File: config.mk
export PLATFORM = sky130hd
export DESIGN_NAME = writeback_queue_flat
export DESIGN_NICKNAME = d
export VERILOG_FILES = /design/src/rtl/writeback_queue_if.sv /design/src/rtl/writeback_queue.sv /design/src/flat_wrapper.sv
export SDC_FILE = /design/constraint.sdc
export NUM_CORES = 1
export LEC_CHECK = 0
export BUFFER_PORTS_ARGS = -buffer_cell sky130_fd_sc_hd__buf_2
export CORE_MARGIN = 2
export CORE_UTILIZATION = 51
export DETAILED_ROUTE_END_ITERATION = 12
export GPL_TIMING_DRIVEN = 0
export HOLD_SLACK_MARGIN = 0.06
export PLACE_DENSITY = 0.78
export SYNTH_ARGS = -nofsm -noshare
export SYNTH_HDL_FRONTEND = slang
export SYNTH_SLANG_ARGS = --single-unit
export TNS_END_PERCENT = 100
File: constraint.sdc
create_clock -name clk -period 2.9 [get_ports clk]
set_clock_uncertainty 0.05 [all_clocks]
set_input_delay 0.29 -clock clk [delete_from_list [all_inputs] [get_ports clk]]
set_output_delay 0.29 -clock clk [all_outputs]
set_load 0.005 [all_outputs]
File: src/rtl/writeback_queue_if.sv
// rtl/writeback_queue_if.sv - writeback request, bank write and forwarding signals
interface writeback_queue_if #(
    parameter int DATA_WIDTH    = 8,
    parameter int ADDRESS_WIDTH = 2,
    parameter int DEPTH_LOG2    = 2
);
    logic                     in_valid;
    logic                     in_ready;
    logic [0:ADDRESS_WIDTH-1] in_addr;
    logic [0:DATA_WIDTH-1]    in_data;
    logic                     stall;
    logic                     wr_en;
    logic [0:ADDRESS_WIDTH-1] wr_addr;
    logic [0:DATA_WIDTH-1]    wr_data;
    logic [0:ADDRESS_WIDTH-1] fwd_addr;
    logic                     fwd_hit;
    logic [0:DATA_WIDTH-1]    fwd_data;
    logic [0:DEPTH_LOG2]      count;
    logic                     empty;
    logic                     full;

    // Producer / bank / reader side
    modport master (
        output in_valid, in_addr, in_data, stall, fwd_addr,
        input  in_ready, wr_en, wr_addr, wr_data, fwd_hit, fwd_data, count, empty, full
    );

    // Queue side
    modport slave (
        input  in_valid, in_addr, in_data, stall, fwd_addr,
        output in_ready, wr_en, wr_addr, wr_data, fwd_hit, fwd_data, count, empty, full
    );
endinterface

File: src/rtl/writeback_queue.sv
// rtl/writeback_queue.sv - in-order register writeback queue with forwarding lookup
module writeback_queue #(
    parameter int DATA_WIDTH    = 8,
    parameter int ADDRESS_WIDTH = 2,
    parameter int DEPTH_LOG2    = 2
) (
    input logic          clk,
    input logic          reset,
    writeback_queue_if.slave bus
);
    localparam int DEPTH = 1 << DEPTH_LOG2;

    logic [0:ADDRESS_WIDTH-1] addr_mem [DEPTH];
    logic [0:DATA_WIDTH-1]    data_mem [DEPTH];

    logic [DEPTH_LOG2-1:0] head;
    logic [DEPTH_LOG2-1:0] tail;
    logic [DEPTH_LOG2:0]   count_q;

    logic empty_w;
    logic full_w;
    logic push;
    logic pop;

    logic [DEPTH_LOG2-1:0]    idx;
    logic                     hit;
    logic [0:DATA_WIDTH-1]    hit_data;

    assign empty_w = (count_q == '0);
    assign full_w  = (count_q == (DEPTH_LOG2+1)'(DEPTH));
    // in_ready only looks at occupancy, so a slot freed by a pop shows up next cycle
    assign push    = bus.in_valid && !full_w;
    assign pop     = !empty_w && !bus.stall;

    assign bus.in_ready = !full_w;
    assign bus.wr_en    = pop;
    assign bus.wr_addr  = empty_w ? '0 : addr_mem[head];
    assign bus.wr_data  = empty_w ? '0 : data_mem[head];
    assign bus.count    = count_q;
    assign bus.empty    = empty_w;
    assign bus.full     = full_w;
    assign bus.fwd_hit  = hit;
    assign bus.fwd_data = hit_data;

    // Pointer and occupancy update; reset discards everything pending
    always_ff @(posedge clk or posedge reset) begin
        if (reset) begin
            head    <= '0;
            tail    <= '0;
            count_q <= '0;
        end else begin
            if (push) tail <= tail + 1'b1;
            if (pop)  head <= head + 1'b1;
            case ({push, pop})
                2'b10:   count_q <= count_q + 1'b1;
                2'b01:   count_q <= count_q - 1'b1;
                default: count_q <= count_q;
            endcase
        end
    end

    // Entry storage; contents are don't-care outside the occupied window
    always_ff @(posedge clk) begin
        if (push && !reset) begin
            addr_mem[tail] <= bus.in_addr;
            data_mem[tail] <= bus.in_data;
        end
    end

    // Forwarding: scan oldest to youngest so the youngest match wins
    always_comb begin
        hit      = 1'b0;
        hit_data = '0;
        idx      = head;
        for (int i = 0; i < DEPTH; i++) begin
            idx = head + DEPTH_LOG2'(i);
            if (((DEPTH_LOG2+1)'(i) < count_q) && (addr_mem[idx] == bus.fwd_addr)) begin
                hit      = 1'b1;
                hit_data = data_mem[idx];
            end
        end
    end
endmodule

File: src/flat_wrapper.sv
// flat-port wrapper written by rule: the top's interface ports become plain ports
module writeback_queue_flat 
#(
    parameter int DATA_WIDTH    = 8,
    parameter int ADDRESS_WIDTH = 2,
    parameter int DEPTH_LOG2    = 2
)
  (clk, reset, bus_in_valid, bus_in_addr, bus_in_data, bus_stall, bus_fwd_addr, bus_in_ready, bus_wr_en, bus_wr_addr, bus_wr_data, bus_fwd_hit, bus_fwd_data, bus_count, bus_empty, bus_full);
  writeback_queue_if #(.DATA_WIDTH(DATA_WIDTH), .ADDRESS_WIDTH(ADDRESS_WIDTH), .DEPTH_LOG2(DEPTH_LOG2)) bus_i ();
  input logic clk;
  input logic reset;
  input wire logic [$bits(bus_i.in_valid)-1:0] bus_in_valid;
  input wire logic [$bits(bus_i.in_addr)-1:0] bus_in_addr;
  input wire logic [$bits(bus_i.in_data)-1:0] bus_in_data;
  input wire logic [$bits(bus_i.stall)-1:0] bus_stall;
  input wire logic [$bits(bus_i.fwd_addr)-1:0] bus_fwd_addr;
  output wire logic [$bits(bus_i.in_ready)-1:0] bus_in_ready;
  output wire logic [$bits(bus_i.wr_en)-1:0] bus_wr_en;
  output wire logic [$bits(bus_i.wr_addr)-1:0] bus_wr_addr;
  output wire logic [$bits(bus_i.wr_data)-1:0] bus_wr_data;
  output wire logic [$bits(bus_i.fwd_hit)-1:0] bus_fwd_hit;
  output wire logic [$bits(bus_i.fwd_data)-1:0] bus_fwd_data;
  output wire logic [$bits(bus_i.count)-1:0] bus_count;
  output wire logic [$bits(bus_i.empty)-1:0] bus_empty;
  output wire logic [$bits(bus_i.full)-1:0] bus_full;
  assign bus_i.in_valid = bus_in_valid;
  assign bus_i.in_addr = bus_in_addr;
  assign bus_i.in_data = bus_in_data;
  assign bus_i.stall = bus_stall;
  assign bus_i.fwd_addr = bus_fwd_addr;
  assign bus_in_ready = bus_i.in_ready;
  assign bus_wr_en = bus_i.wr_en;
  assign bus_wr_addr = bus_i.wr_addr;
  assign bus_wr_data = bus_i.wr_data;
  assign bus_fwd_hit = bus_i.fwd_hit;
  assign bus_fwd_data = bus_i.fwd_data;
  assign bus_count = bus_i.count;
  assign bus_empty = bus_i.empty;
  assign bus_full = bus_i.full;
  writeback_queue #(.DATA_WIDTH(DATA_WIDTH), .ADDRESS_WIDTH(ADDRESS_WIDTH), .DEPTH_LOG2(DEPTH_LOG2)) u_core (.clk(clk), .reset(reset), .bus(bus_i));
endmodule
# Word-level counts from Yosys, hierarchy flattened
# Memories as Yosys holds them, arrays and structs flattened.
# Index checks and enable logic that the tools add are counted.
[totals]
regBits = 7
ramBits = 40
inputBits = 16
output_inout_bits = 26
wordCells = 48
mem_count = 2
[op_classes]
addsub = 6
order_cmp = 4
n_eq_ne = 7
muxes = 13
reduce_logical = 13
[mem_list]
columns = ["memory", "words", "word_bits", "read_ports", "rd_clocked_by_memory_dff", "write_ports", "line_no", "text"]
rows = [
  ["u_core.data_mem", 4, 8, 4, 0, 1, "writeback_queue.sv:14", "logic [0:DATA_WIDTH-1] data_mem [DEPTH];"],
  ["u_core.addr_mem", 4, 2, 4, 0, 1, "writeback_queue.sv:13", "logic [0:ADDRESS_WIDTH-1] addr_mem [DEPTH];"],
]
[ops]
columns = ["op", "count"]
rows = [
  ["$mux 8", 5],
  ["$eq 2x2->1", 4],
  ["$logic_and 1x1->1", 7],
  ["$lt 1x3->1 const A", 2],
  ["$lt 2x3->1 const A", 2],
  ["$mux 1", 6],
  ["$pmux 3 s2", 1],
  ["$add 2x1->2 const B", 2],
  ["$add 2x2->2 const B", 2],
  ["$logic_not 1->1", 4],
  ["$add 3x1->3 const B", 1],
  ["$eq 3x3->1 const B", 1],
  ["$logic_not 3->1", 1],
  ["$sub 3x1->3 const B", 1],
  ["$eq 2x1->1 const B", 1],
  ["$eq 2x2->1 const B", 1],
  ["$mux 2", 1],
  ["$reduce_bool 2->1", 1],
]

# Logic depth before layout (Yosys ltp)
# Gate-level depths: netlist (run 1).
# An unclocked memory read counts as a cell.
[logic_depth]
word_depth = 7
ltp_mapped = 8
depth_no_buf = 8

# Worst setup path before layout (run 1)
# Ideal clock, no wire load.
[synth_path]
kind = "register to output"
from = "reg u_core.head[0]"
to = "out bus_fwd_data[7]"
t_arrival_ps = 1877
required_time_ps = 2560
setup_slack_ps = 683
path_stages_with_launch = 8
n_path_buf = 2
path_cell_list = "dfrtp_1 buf_6 buf_4 mux2i_1 mux2_2 xor2_1 nand4_1 a221oi_2"
[synth_via]
elab_chain_len = 7
word_cells_on_any_way = 17
cone_classes = "add/sub: 3; eq/ne: 4; mux: 4; reduce/logical: 4; memory: 2"
[synth_lines]
columns = ["element", "line_no", "text"]
rows = [
  ["start, declared", "writeback_queue.sv:16", "logic [DEPTH_LOG2-1:0] head;"],
  ["start signal, assigned", "writeback_queue.sv:53", "if (pop) head <= head + 1'b1;"],
  ["$add 2x1->2 / $mem_v2 4x2 (equally long branches)", "n/a", ""],
  ["$mem_v2 4x2 / $eq 2x2->1 (equally long branches)", "n/a", ""],
  ["$eq 2x2->1 / $logic_and 1x1->1 (equally long branches)", "writeback_queue.sv:77", "if (((DEPTH_LOG2+1)'(i) < count_q) && (addr_mem[idx] == bus.fwd_addr)) begin"],
  ["$logic_and 1x1->1 / $mux 8 (equally long branches)", "writeback_queue.sv:77", ""],
  ["$mux 8 (2 in a row)", "writeback_queue.sv:77", ""],
  ["$mux 8 (*)", "writeback_queue.sv:77", ""],
  ["end, declared", "flat_wrapper.sv:22", "output wire logic [$bits(bus_i.fwd_data)-1:0] bus_fwd_data;"],
]
# Mark *: on every way between the ends. The rest lies on a longest branch, timed or not.

# Worst setup path in the final report (run 1)
[layout_path]
from = "reg u_core.head[0]"
to = "out bus_fwd_data[0]"
# Same word-level chain as after synthesis.

==> metrics.txt, run 1 <==
clk_lat worst skew=0.29 ns; max_slew headroom=58.0%; CP Launch Type=flop; DP HPWL=5110 um; Root Buffer=clkbuf_8; vias in the first global route=between 2000 and 2500; Tcrit/Tclk final=98.7%; antenna violations before repair=0; RSZ-0062 raised after global routing=yes; Mean Syn Cell Area=12.9 sq um; routed wire length=~7200 um; Synth Register Bits=47; PortBufs=41; antenna-violating nets left=0; Adder-Cell Fraction of Synth Area=about 3.2%; Syn Nets=265; Arr. time, crit path=~2.5 ns; Peak VDD IR=0.677 mV; CTS sink cnt=47; YS warnings=0; Least-Margin Pin Slew=~0.63 ns; share of cells above drive strength 1=39.5%; mux contribution to synthesized area=approximately 25%; Comb pwr share=67.3%; Synth area leaders=edfxtp_1, mux4_2, dfrtp_1; Worst Setup Path Type=flop to output port; via/cell ratio=~6.2; DRT Pass-1 Iters=5; combinational family with the most area after synthesis=multiplexers; Synth cell types=33; Slew Limit Fails=0; H-tree depth=2; fin cells=371; status=finished, final reports clean; complex-gate fraction of the synthesized area=between 10% and 20%; diode count=0; Wirelength per Cell=19.3 um; Boundary Pins=42; GP Congestion=0.854; clock tree buffer depth=2; die width=about 80 um; Area Growth Syn to Fin=17.1%; area fraction of the dominant cell type after synthesis=38.6%; max-cap violations=0; die height=82.1 um; setup violators final=0; CTS tree=done; post-layout util=61.6%; global-route wire length before repair=10900 um; CP endpoint kind=output port; sequential power share=around a quarter; pwr/cell area=1110 nW/um^2; Synth Cell Area=a little over 3000 sq um; register area share after synthesis=44.2%; Mapped Cells=241; final hold viol count=0; core area=5920 sq um; simple-gate share of the synthesized area=between 10% and 20%; xor/xnor share of the synthesized area=3.09%; Hold Path Class=primary input to flop; WP data required=2.56 ns; Num CTS Buffers=5; worst-path maximum fanout=9; Clock power frac=under 10%; num rows=28; register area=1380 sq um; min Tclk post-route=~2.9 ns; Final Power=4.03 mW; sw power=approximately 1.7 mW; LEAKAGE=around 1.4 nW; Multi-input gate area=1700 sq um; Initial Utilization=between 50 and 60%; total global-route track usage=22.4%; Die Area=6750 sq um; Final #Nets=approximately 320; DRC errors left=0; Initial DRC Count=approximately 240; DR vias=2282; Sw Share=42.5%; Overflow after GRT=0; hold_ws=0.158 ns; achievable frequency=about 350 MHz; cell count after placement=357; largest net degree at the start of global routing=14; Layout fillers=roughly 470; Reg clk slew, reported paths=approximately 0.08 ns; cell taking the most area after synthesis=edfxtp_1; Internal Pwr Total=around 2.3 mW
-- metrics by stage --
stage | TNS [ns] | worst slack [ns] | instance area, sq um
final | 0 | 0.0390 | 3650
after global routing | -0.0984 | -0.0276 | 3650
after CTS | 0 | 0.0111 | 3520
after detailed placement | 0 | 0.191 | 3410
after global placement | 0 | 0.230 | 3410
after floorplan | 0 | 0.683 | 3110
-- cells in the final DEF, fill, tap and decap left out, drive strengths merged, types with 2 or more instances in the layout --
cell type	Yosys	routed
xor2	6	6
buf	13	57
o21ai	9	9
nor2b	11	11
mux2	10	10
clkbuf	2	10
dfrtp	7	7
mux4	21	21
xnor2	5	5
nand2	14	14
edfxtp	40	40
mux2i	18	18
ha	8	8
a221oi	8	8
inv	7	7
a211oi	10	10
and2	8	8
clkinv	0	2
a21oi	9	9
nand4	8	8
nor2	22	22
-- routing by layer --
layer	vias up	track usage [%]	routed length [um]
met5	-	0	0
met4	0	9.00	114
met3	8	3.80	379
met2	107	37.5	3640
met1	1139	29.4	3030
li1	1028	-	-
-- synthesized netlist by cell type --
cell      number
a22oi_1        1
mux2i_2        1
xor2_1         6
buf_4          2
buf_2          6
nand2b_1       1
a211oi_4       1
nor2_1        22
mux4_2        21
nand4_1        8
mux2_2         9
and2_1         8
nand2_1       13
nor3_4         1
nor2b_1       11
clkbuf_1       2
mux2_1         1
a2111o_1       1
inv_2          1
nand2_2        1
buf_6          3
o21ai_0        9
dfrtp_1        7
xnor2_1        5
ha_1           8
or3_1          1
a221oi_2       8
edfxtp_1      40
a211oi_1       9
buf_1          2
mux2i_1       17
a21oi_1        9
inv_1          6
-- power by group through the flow --
stage	registers [mW]	clock network [mW]	logic [mW]
after CTS	0.948	0.377	2.52
final	0.952	0.365	2.72
after floorplan	0.939	0	1.79
after global placement	0.954	0	2.45
after global routing	0.963	0.396	2.96
after detailed placement	0.963	0	2.49
-- state kept, by name, summed over array words and instances, names as in the netlist --
signal and cells:
u_core.addr_mem 8, u_core.bus.count 3, u_core.data_mem 32, u_core.head 2, u_core.tail 2
-- what timing repair did --
| action | in CTS | in global routing |
|---|---|---|
| buffers inserted | 1 | 4 |
| endpoints found under the setup margin | 8 | 9 |
| gates resized for setup | 2 | 16 |
| hold buffers | 1 | 0 |
| cloned | 0 | 0 |
| pin swaps | 1 | 6 |
| endpoints found under the hold margin | 7 | 0 |
-- critical path, stage by stage, from the launching register on --
cell	delay (ns)
dfrtp_1	0.34
buf_6	0.15
mux4_2	0.53
xor2_2	0.17
buf_4	0.14
nor3_4	0.21
buf_12	0.16
a211oi_2	0.08
a221oi_4	0.28
buf_2	0.16
-- cells by family (layout without fill, tap and decap cells) --
| kind of cell | count (synthesis) | count (layout) |
|---|---|---|
| fa+ha+maj | 8 | 8 |
| compound gates | 38 | 38 |
| xor+xnor | 11 | 11 |
| flops | 47 | 47 |
| buf+inv | 22 | 77 |
| mux | 49 | 49 |
| simple gates | 66 | 66 |
-- final cells by class --
class	instances	share of cell area (%)
repair buffers	47	7.28
inverters	7	0.721
clock buffers	6	1.99
plain buffers	15	2.85
clock inverters	2	0.206
multi-input cells	172	46.6
well taps	75	2.57
flip-flops and latches	47	37.7
-- final timing paths --
check                      slack [ns]           startpoint  depth (start not counted)                     to
max                              0.04       u_core.head[0]                          9        bus_fwd_data[0]
min                              0.16       bus_in_data[1]                          1  u_core.data_mem[0][1]
max reg2reg                      0.70  u_core.bus.count[2]                          6  u_core.data_mem[1][3]
min reg2reg                      0.51       u_core.tail[0]                          1         u_core.tail[0]
max in group asynchronous        2.19                reset                          3    u_core.bus.count[0]
min in group asynchronous        0.41                reset                          3         u_core.tail[1]
Note: power is estimated with default switching activity, not from simulation.
==> run 2: changes to the inputs <==
--- a/config.mk
+++ b/config.mk
@@ -8,3 +8,3 @@
 export BUFFER_PORTS_ARGS = -buffer_cell sky130_fd_sc_hd__buf_2
-export CORE_MARGIN = 2
+export CORE_MARGIN = 1.5
 export CORE_UTILIZATION = 51
==> constraint.sdc (replaced) <==
create_clock -name clk -period 2.9 [get_ports clk]
set_clock_uncertainty 0.05 [all_clocks]
set_input_delay 0.87 -clock clk [delete_from_list [all_inputs] [get_ports clk]]
set_output_delay 0.87 -clock clk [all_outputs]
set_load 0.005 [all_outputs]
==> metrics.txt, run 2 (same netlist as run 1, synthesis figures left out) <==
status=complete, but fails checks; failing checks=setup timing; fin cells=371; die width=81.1 um; Wirelength per Cell=19.2 um; share of cells above drive strength 1=38.5%; global-route wire length before repair=10600 um; via/cell ratio=between 6 and 7; CP Launch Type=primary input; min Tclk post-route=approximately 3.4 ns; Area Growth Syn to Fin=17.2%; total global-route track usage=roughly 22%; DRC errors left=0; Final #Nets=about 320; H-tree depth=2; Worst R2R End=u_core.data_mem[1][2]; post-layout util=around 60%; DRT Pass-1 Iters=5; Overflow after GRT=0; Num CTS Buffers=5; Hold Buf Count CTS=0; vias in the first global route=2098; pwr/cell area=1110 nW/um^2; max-cap violations=0; worst setup margin=-0.482 ns; crit path max-delay cell type=a22oi_1; Biggest register=u_core.data_mem; most common cell after layout, fill and taps aside=buf_2; CTS tree=done; WP data required=around 2.0 ns; cell count after placement=357; antenna-violating nets left=0; worst-path maximum fanout=7; Boundary Pins=42; CTS sink cnt=47; crit-path leading delay family=compound AO/OA/AOI/OAI gates; Layout fillers=456; diode count=0; CP Cell Sequence=buf_2 -> nor2b_1 -> mux2i_1 -> a22oi_1 -> nand4_1 -> a221oi_2 -> buf_2; hold_ws=between 0.4 and 0.5 ns; antenna violations before repair=0; Peak VDD IR=0.592 mV; Initial Utilization=52.6%; Hold Path Class=primary input to asynchronous set/reset pin; Root Buffer=clkbuf_8; number of flip-flops in the largest register=32; register area=about 1400 sq um; clk_lat worst skew=0.30 ns; DP Area=3410 sq um; Arr. time, crit path=2.46 ns; Least-Margin Pin Slew=0.594 ns; DR vias=2270; num rows=28; flop2flop setup slack=around 0.64 ns; Slew Limit Fails=0; CP dominant cell by count=buf_2; largest net degree at the start of global routing=14; Worst Reg-to-Reg Cells=6; RSZ-0062 raised after global routing=yes; die height=approximately 81 um; Die Area=6580 sq um; Worst Setup Path Type=primary input to output port; Final Power=4.06 mW; Multi-input gate area=1700 sq um; final instance area=approximately 3600 sq um; Tcrit/Tclk final=117%; PortBufs=between 40 and 50; core area=5920 sq um; clock tree buffer depth=2; CP endpoint kind=output port; setup violators final=11; Buf+Inv Stages, Crit Path=2; Reg clk slew, reported paths=0.08 ns; Initial DRC Count=~210; LEAKAGE=1.39 nW; GP Congestion=between 0.7 and 0.8; routed wire length=7120 um; achievable frequency=296 MHz; highest cell delay on the worst timing path=0.43 ns; final hold viol count=0; most frequent cells in the layout=buf_2, edfxtp_1, nor2_1; max_slew headroom=just over 60%; reg-to-reg critical path startpoint=u_core.bus.count[2]; DP HPWL=approximately 4900 um
[run 2: power by group]
group / internal, mW / total, mW / switching [mW]
Sequential: 0.854 / 0.947 / 0.0930
Combinational: 1.32 / 2.75 / 1.43
Clock: 0.165 / 0.366 / 0.201
Total: 2.33 / 4.06 / 1.73
[run 2: per-stage QoR]
stage	setup WS, ns	TNS [ns]
finish	-0.482	-4.04
CTS	-0.461	-4.95
floorplan	0.0196	0
global placement	-0.642	-5.53
global route	-0.569	-5.74
detailed placement	-0.654	-5.87
[run 2: timing repair]
action,in CTS,in global routing
setup endpoints to repair,18,18
pin swaps,12,5
hold endpoints to repair,0,0
cloned,0,1
buffers inserted,5,0
resized for setup,12,15
[run 2: worst max path at each step]
stage	from	end	slack, ns	cells after the start
global route	u_core.head[0]	bus_fwd_data[0]	-0.57	8
detailed placement	bus_fwd_addr[1]	bus_fwd_data[7]	-0.65	7
finish	bus_fwd_addr[1]	bus_fwd_data[1]	-0.48	7
floorplan	bus_fwd_addr[1]	bus_fwd_data[7]	0.02	5
global placement	bus_fwd_addr[1]	bus_fwd_data[7]	-0.64	7
CTS	u_core.head[0]	bus_fwd_data[4]	-0.46	9
[run 2: area by class of cell]
type	count	area share, %
clock inverter	2	0.206
sequential	47	37.7
multi-input combinational	173	46.5
clock buffer	6	1.99
inverter	7	0.720
timing repair buffer	46	6.65
tap	75	2.57
buffer	15	3.67
[run 2: routing by layer]
| layer | routed length (um) | vias to the layer above | track usage [%] |
|---|---|---|---|
| met5 | 0 | - | 0 |
| met4 | 128 | 0 | 6.21 |
| met3 | 397 | 14 | 3.03 |
| met2 | 3550 | 103 | 37.4 |
| met1 | 3040 | 1122 | 30.5 |
| li1 | - | 1031 | - |
